$ cat config.mk
export PLATFORM = sky130hd
export DESIGN_NAME = rr4_pkt_mux
export DESIGN_NICKNAME = d
export VERILOG_FILES = /design/src/rtl/rr_pkg.sv /design/src/rtl/rr4_ptr_pick.sv /design/src/rtl/rr4_pkt_mux.sv
export SDC_FILE = /design/constraint.sdc
export NUM_CORES = 1
export LEC_CHECK = 0
export CAP_MARGIN = 15
export CORE_ASPECT_RATIO = 1.5
export CORE_MARGIN = 4
export CORE_UTILIZATION = 33
export CTS_CLUSTER_DIAMETER = 150
export CTS_CLUSTER_SIZE = 16
export DETAILED_ROUTE_END_ITERATION = 10
export GPL_ROUTABILITY_DRIVEN = 1
export PLACE_DENSITY = 0.78
export SYNTH_ARGS = -nofsm -noshare
export SYNTH_HDL_FRONTEND = slang
export SYNTH_HIERARCHICAL = 1
export SYNTH_SLANG_ARGS = --single-unit
$ cat constraint.sdc
create_clock -name clk -period 1.75 [get_ports clk]
set_clock_uncertainty 0.05 [all_clocks]
set_input_delay 0.2625 -clock clk [delete_from_list [all_inputs] [get_ports clk]]
set_output_delay 0.2625 -clock clk [all_outputs]
set_load 0.03 [all_outputs]
$ cat src/rtl/rr_pkg.sv
`default_nettype none
// ============================================================================
//  Module      : rr_pkg
//  Description : Shared types and constants for the 4-port round-robin
//                packet multiplexer and its pointer-pick helper.
//  Revision    : 1.0 - initial release
// ============================================================================
package rr_pkg;

    // Number of ports every RR stage in this family handles.
    localparam int unsigned RR_NPORTS = 4;

    // Packet-mux arbitration state.
    typedef enum logic {
        IDLE   = 1'b0,
        LOCKED = 1'b1
    } pktmux_state_e;

    // Two-bit port index; arithmetic on it wraps 3 -> 0 naturally.
    typedef logic [1:0] port_idx_t;

    // Port that follows a given port in round-robin order.
    function automatic port_idx_t rr_next(input port_idx_t idx);
        return idx + port_idx_t'(1);
    endfunction

endpackage : rr_pkg
`default_nettype wire

$ cat src/rtl/rr4_ptr_pick.sv
`default_nettype none
// ============================================================================
//  Module      : rr4_ptr_pick
//  Description : Combinational rotating-priority search over a 4-bit request
//                vector. Returns the first set request at or after ptr,
//                wrapping modulo 4.
//  Revision    : 1.0 - initial release
// ============================================================================
module rr4_ptr_pick
    import rr_pkg::*;
(
    input  logic [RR_NPORTS-1:0] req,
    input  port_idx_t            ptr,
    output logic                 found,
    output port_idx_t            idx
);

    // Scan offsets from farthest to nearest so the nearest set request wins.
    always_comb begin
        found = |req;
        idx   = ptr;
        for (int i = RR_NPORTS - 1; i >= 0; i--) begin
            if (req[ptr + port_idx_t'(i)]) begin
                idx = ptr + port_idx_t'(i);
            end
        end
    end

endmodule : rr4_ptr_pick
`default_nettype wire

$ cat src/rtl/rr4_pkt_mux.sv
`default_nettype none
// ============================================================================
//  Module      : rr4_pkt_mux
//  Description : 4-input packet multiplexer. Round-robin arbitration with
//                packet lock: the winning source owns the registered output
//                stream until its last beat is accepted. One idle bubble per
//                packet is spent on arbitration.
//  Revision    : 1.0 - initial release
// ============================================================================
module rr4_pkt_mux
    import rr_pkg::*;
#(
    parameter int unsigned DW     = 32,
    parameter int unsigned NPORTS = 4
) (
    input  logic                 clk,
    input  logic                 rst_n,
    input  logic [NPORTS-1:0]    in_valid,
    output logic [NPORTS-1:0]    in_ready,
    input  logic [DW-1:0]        in_data [NPORTS],
    input  logic [NPORTS-1:0]    in_last,
    output logic                 out_valid,
    input  logic                 out_ready,
    output logic [DW-1:0]        out_data,
    output logic                 out_last,
    output logic [1:0]           out_src,
    output logic                 busy
);

    // The port-index type and the pick helper are hard-wired for four ports.
    if (NPORTS != RR_NPORTS) begin : g_nports_bad
        $error("rr4_pkt_mux supports exactly 4 ports");
    end

    // ------------------------------------------------------------------------
    // Arbitration state
    // ------------------------------------------------------------------------
    pktmux_state_e state_q, state_d;
    port_idx_t     ptr_q,   ptr_d;     // round-robin start point
    port_idx_t     sel_q,   sel_d;     // current packet owner

    // Output register
    logic          out_valid_q, out_valid_d;
    logic [DW-1:0] out_data_q,  out_data_d;
    logic          out_last_q,  out_last_d;
    port_idx_t     out_src_q,   out_src_d;

    // Pick result and selected-source view
    logic          pick_found;
    port_idx_t     pick_idx;
    logic          sel_valid;
    logic          sel_last;
    logic [DW-1:0] sel_data;
    logic          sel_ready;
    logic          in_hs;
    logic          pkt_done;

    rr4_ptr_pick u_pick (
        .req   (in_valid),
        .ptr   (ptr_q),
        .found (pick_found),
        .idx   (pick_idx)
    );

    // Input mux: everything downstream only ever looks at the owning source.
    always_comb begin
        sel_valid = in_valid[sel_q];
        sel_last  = in_last[sel_q];
        sel_data  = in_data[sel_q];
    end

    // The output register can take a beat when empty or being drained.
    always_comb begin
        sel_ready = !out_valid_q || out_ready;
        in_hs     = (state_q == LOCKED) && sel_valid && sel_ready;
        pkt_done  = in_hs && sel_last;
    end

    // ------------------------------------------------------------------------
    // FSM: state register
    // ------------------------------------------------------------------------
    // Arbitration state, pointer and owner registers.
    always_ff @(posedge clk or negedge rst_n) begin
        if (!rst_n) begin
            state_q <= IDLE;
            ptr_q   <= '0;
            sel_q   <= '0;
        end else begin
            state_q <= state_d;
            ptr_q   <= ptr_d;
            sel_q   <= sel_d;
        end
    end

    // ------------------------------------------------------------------------
    // FSM: next-state logic
    // ------------------------------------------------------------------------
    // Lock onto the round-robin winner; release and advance ptr on last beat.
    always_comb begin
        state_d = state_q;
        ptr_d   = ptr_q;
        sel_d   = sel_q;
        unique case (state_q)
            IDLE: begin
                if (pick_found) begin
                    sel_d   = pick_idx;
                    state_d = LOCKED;
                end
            end
            LOCKED: begin
                // Other requesters are ignored; a stalled owner simply waits.
                if (pkt_done) begin
                    ptr_d   = rr_next(sel_q);
                    state_d = IDLE;
                end
            end
            default: begin
                state_d = IDLE;
            end
        endcase
    end

    // ------------------------------------------------------------------------
    // FSM: outputs
    // ------------------------------------------------------------------------
    // Only the owner sees ready, and only while locked.
    always_comb begin
        in_ready = '0;
        busy     = (state_q == LOCKED);
        if (state_q == LOCKED) begin
            in_ready[sel_q] = sel_ready;
        end
    end

    // ------------------------------------------------------------------------
    // Output register
    // ------------------------------------------------------------------------
    // Load on handshake (also covers load-while-draining), else drain or hold.
    always_comb begin
        out_valid_d = out_valid_q;
        out_data_d  = out_data_q;
        out_last_d  = out_last_q;
        out_src_d   = out_src_q;
        if (in_hs) begin
            out_valid_d = 1'b1;
            out_data_d  = sel_data;
            out_last_d  = sel_last;
            out_src_d   = sel_q;
        end else if (out_ready) begin
            out_valid_d = 1'b0;
        end
    end

    // Output beat register; cleared asynchronously so partial packets vanish.
    always_ff @(posedge clk or negedge rst_n) begin
        if (!rst_n) begin
            out_valid_q <= 1'b0;
            out_data_q  <= '0;
            out_last_q  <= 1'b0;
            out_src_q   <= '0;
        end else begin
            out_valid_q <= out_valid_d;
            out_data_q  <= out_data_d;
            out_last_q  <= out_last_d;
            out_src_q   <= out_src_d;
        end
    end

    assign out_valid = out_valid_q;
    assign out_data  = out_data_q;
    assign out_last  = out_last_q;
    assign out_src   = out_src_q;

endmodule : rr4_pkt_mux
`default_nettype wire

* Yosys cells after proc, flatten, opt, wreduce, memory -nomap -nowiden
Index checks and enable logic that the tools add are counted.
Operators by class: $add $sub $neg 4, $lt $le $gt $ge 7, muxes and demuxes 27, bitwise operators 3, reductions and logical operators 10
Operator list (count):
- $bmux W32 S2 | 1
- $mux W32 | 2
- $lt A2 B3 Y1 const B | 5
- $bmux W1 S2 | 6
- $mux W1 | 11
- $mux W2 | 4
- $add A2 B1 Y2 const B | 2
- $add A2 B2 Y2 const B | 2
- $and A4 B4 Y4 | 1
- $logic_and A1 B1 Y1 | 4
- $mux W4 | 1
- $reduce_and A2 Y1 | 2
- $reduce_or A4 Y1 | 1
- $ge A3 B3 Y1 const B | 1
- $not A2 Y3 | 1
- $demux W1 S2 | 1
- $ge A2 B1 Y1 const B | 1
- $pmux W1 S2 | 1
- $reduce_bool A2 Y1 | 1
- $logic_not A1 Y1 | 1
- $logic_or A1 B1 Y1 | 1
- $not A1 Y1 | 1
Word-level totals: register bits after elaboration 41

* Logic depth before layout (Yosys ltp)
depth after elaboration 7, gate-level depth with buffers 5

* By module
Netlist, hierarchy kept.
By module, submodules not included:
- rr4_pkt_mux | times used 1, cells each 150, area an instance 2608.8 sq um, sequential area each 1026.0 sq um
- rr4_ptr_pick | times used 1, cells each 16, area an instance 100.1 sq um, sequential area each 0.0 sq um

* Worst setup path before layout
OpenSTA, ideal clock, no wires.
path type flip-flop to flip-flop, start point reg sel_q[0], end point reg out_data_q[10], in the netlist out_data[10], library setup time 0.125 ns, arrival time 1.681 ns, slack -0.106 ns, stages on the path, launching flop included 6, path buffers 2, period minus slack after synthesis 1.856 ns, path through dfrtp_1 > buf_6 > mux4_2 > nand3_4 > buf_12 > mux2_4
On the way: longest elaborated chain between the ends 4, elaborated cells between the ends (all ways) 8
RTL lines:
- from (decl) | line rr4_pkt_mux.sv:40 | port_idx_t sel_q, sel_d;
- from (signal assigned) | line rr4_pkt_mux.sv:91 | sel_q <= sel_d;
- $not A2 Y3 (implied by the code) / $bmux W1 S2 (equally long branches) | line rr4_pkt_mux.sv:69, rr4_pkt_mux.sv:67
- $bmux W32 S2 / $mux W1 (equally long branches) | line rr4_pkt_mux.sv:69, rr4_pkt_mux.sv:67
- $mux W32 (implied by the code) / $logic_and A1 B1 Y1 (equally long branches) (2 in a row) | line rr4_pkt_mux.sv:69, rr4_pkt_mux.sv:75
- to (signal assigned) | line rr4_pkt_mux.sv:163 | out_data_q <= out_data_d;
- to (decl) | line rr4_pkt_mux.sv:44 | logic [DW-1:0] out_data_q, out_data_d;
Parallel ways exist; a longest one is shown, timed or not. The select of a mux whose other input is x is not followed. A chain may end at the register's enable or synchronous reset.

* Worst setup path after layout
start point reg sel_q[0], end point reg out_data_q[14], in the netlist out_data[14]
The elaborated chain is that of the path after synthesis.

==> reports/metrics.yaml <==
run_status: "finished with violations"
violations: "negative setup slack"
post-route-drc-count: 0
setup_slack_ns: -0.0645
yosysSeqAreaShare: 0.379
start_util: 0.338
drive_gt1_frac: 0.332
startpoint_type: "flop"
slew_viol_final: 0
period_share: 1.04
slew-limit-headroom: 0.735
ant_nets: 0
routabilityCongestion: 0.857
vias: 2364
synth.yosys.warnings: 6
coreArea_um2: 8010
cpMaxStageDelayCell: "mux4_2"
die_x_um: 82.0
num_io_pins: 180
syn_to_final_growth_pct: 86.6
synth_flop_cell: "dfrtp_1"
cap_violations: 0
holdWs_ns: 0.408
clock_path_buffers: 2
antenna_found_initial: 0
clk_latency_ns: 0.28
tritoncts: "yes"
end_kind: "flop"
hold_path.class: "input port to asynchronous set/reset pin"
nFillCells: 643
dp_slack_ns: -0.364
clock_power_share: 0.117
synth_area_leaders: "dfrtp_1 (38%), mux4_2 (28%), mux2_4 (16%), mux2_2 (3.3%), buf_12 (2.2%)"
yosysMostFrequentCell: "dfrtp_1"
finalCriticalPeriod_ns: 1.81
p_int_mw: 5.45
grt_max_degree: 27
p_per_area_nw_per_um2: 1710
vdd_ir_drop_max_mv: 0.823
synth_nets: 309
grt-ovfl-total: 0
crit_arrival_ns: 1.92
portBuffers: 179
p_leak_nw: 2.10
vias_per_cell: 4.98
crit_chain: "mux4_2, nand3_4, buf_12, mux2_4"
grt_use_total: 0.181
synth_top_area_share: 0.379
p_sw_frac: 0.369
synth-edff-count: 0
multi_input_area_um2: 1580
place_hpwl_mm: 7.20
regArea_um2: 1030
dr.pass1.iters: 4
numCtsBuffers: 5
die_y_um: 119
yosys-top-cells-count: "dfrtp_1 (41), mux4_2 (34), mux2_4 (29)"
ys_async_sr_fraction: 1.00
grt_pass1_wl_mm: 13.2
root_buffer: "clkbuf_16"
ys_ff_latch: 41
yosysTopAreaCell: "dfrtp_1"
drt-total-wl_mm: 9.02
cts_htree_levels: 2
net-switching-power_mw: 3.19
rsz0062_at_grt: "true"
dieArea_um2: 9750
std_cell_rows: 40
seq_power_share: 0.209
critical_path_class: "flop to flop"
power_frac_comb: 0.674
diodes: 0
synth_area_um2: 2710
required_ns: 1.86
clock_sinks: 41
worst_pin_slew_ns: 0.397
drt-initial-drc-count: 60
finalSetupViolCount: 39
grt_pass1_vias: 2607
synth_cell_type_count: 32
crit_fanout: 15
fmax_mhz: 551
hold_viol_final: 0
wl_per_cell_um: 19.0
clkTransAtPathRegs_ns: 0.06
syn_avg_cell_area_um2: 16.3
max_stage_delay_ns: 0.57
synthCells: 166
fin_nets: 512
## power by group through the flow
stage	Combinational, mW	Sequential (mW)	Clock (mW)
6_report	5.82	1.81	1.01
2_1_floorplan	2.73	2.60	0
4_1_cts	5.70	1.81	1.04
5_1_grt	6.12	1.87	1.07
3_5_place_dp	5.46	1.80	0
3_3_place_gp	5.36	1.80	0
## cell families (layout without fill, tap and decap cells)
family	after synthesis	in the layout	synth area share
buffers and inverters	16	220	0.0448
AO/OA/AOI/OAI	11	11	0.0286
adder cells (fa/ha/maj)	4	4	0.0185
AND/OR/NAND/NOR	23	23	0.0527
multiplexers	71	71	0.477
flip-flops	41	41	0.379
## registers in the layout (all words and copies together), names as in the netlist
register,count
out_data,32
out_src,2
ptr_q,2
sel_q,2
busy,1
out_last,1
out_valid,1
## layer usage
| layer | share of wire | track usage | wire length (um) | up-vias |
|---|---|---|---|---|
| li1 | - | - | - | 1064 |
| met1 | 0.35 | 0.196 | 3130 | 1195 |
| met4 | 0.025 | 0.0676 | 223 | 0 |
| met3 | 0.053 | 0.0318 | 479 | 14 |
| met2 | 0.58 | 0.337 | 5190 | 91 |
| met5 | 0 | 0 | 0 | - |
## worst max-delay path: cells and delay by family, from the launching register on
family                 cells  cell delay (ns)
buffers and inverters      1             0.19
multiplexers               2             0.89
AND/OR/NAND/NOR            1             0.17
flip-flops                 1             0.40
## final cells by class
| cell class | count | share of cell area |
|---|---|---|
| inverter | 3 | 0.00322 |
| tap | 105 | 0.0260 |
| multi-input combinational | 109 | 0.312 |
| sequential | 41 | 0.203 |
| clock buffer | 6 | 0.0255 |
| clock inverter | 2 | 0.00693 |
| timing repair buffer | 209 | 0.423 |
## layout by cell type (no fill, tap or decap), drive strengths merged, types with 2 or more instances in the layout
master	n
clkdlybuf4s50	173
dfrtp	41
mux2	37
mux4	34
buf	32
clkbuf	7
nand2	6
o21ai	4
ha	4
and3	4
and2b	3
inv	3
nor2	2
nand3	2
## final timing paths
check                               from      endpoint  slack, ns  cells past startpoint
worst min-delay path               rst_n      ptr_q[0]       0.41                      2
max in group asynchronous          rst_n      sel_q[0]       0.77                      3
worst min register to register  out_last      out_last       0.44                      1
worst max register to register  sel_q[0]  out_data[14]      -0.06                      4
worst max-delay path            sel_q[0]  out_data[14]      -0.06                      4
min in group clk                out_last      out_last       0.44                      1
## stage by stage
step / util / cell area (um2) / TNS (ns) / instances / total power, mW
2_1_floorplan: - / 2710 / -3.06 / 166 / 5.33
3_3_place_gp: 0.588 / 4710 / -10.88 / 455 / 7.16
3_5_place_dp: 0.588 / 4710 / -11.87 / 455 / 7.27
4_1_cts: 0.621 / 4970 / -2.13 / 472 / 8.54
5_1_grt: 0.631 / 5050 / -3.31 / 475 / 9.07
6_report: 0.631 / 5050 / -1.55 / 475 / 8.65
## what timing repair did
action | CTS | global route
gates resized for setup | 5 | 11
hold endpoints to repair | 15 | 0
pin swaps | 2 | 1
hold buffers | 1 | 0
setup endpoints to repair | 37 | 41
gates cloned | 1 | 1
buffers inserted | 7 | 2
No activity file was read; power rests on OpenSTA's default activity.
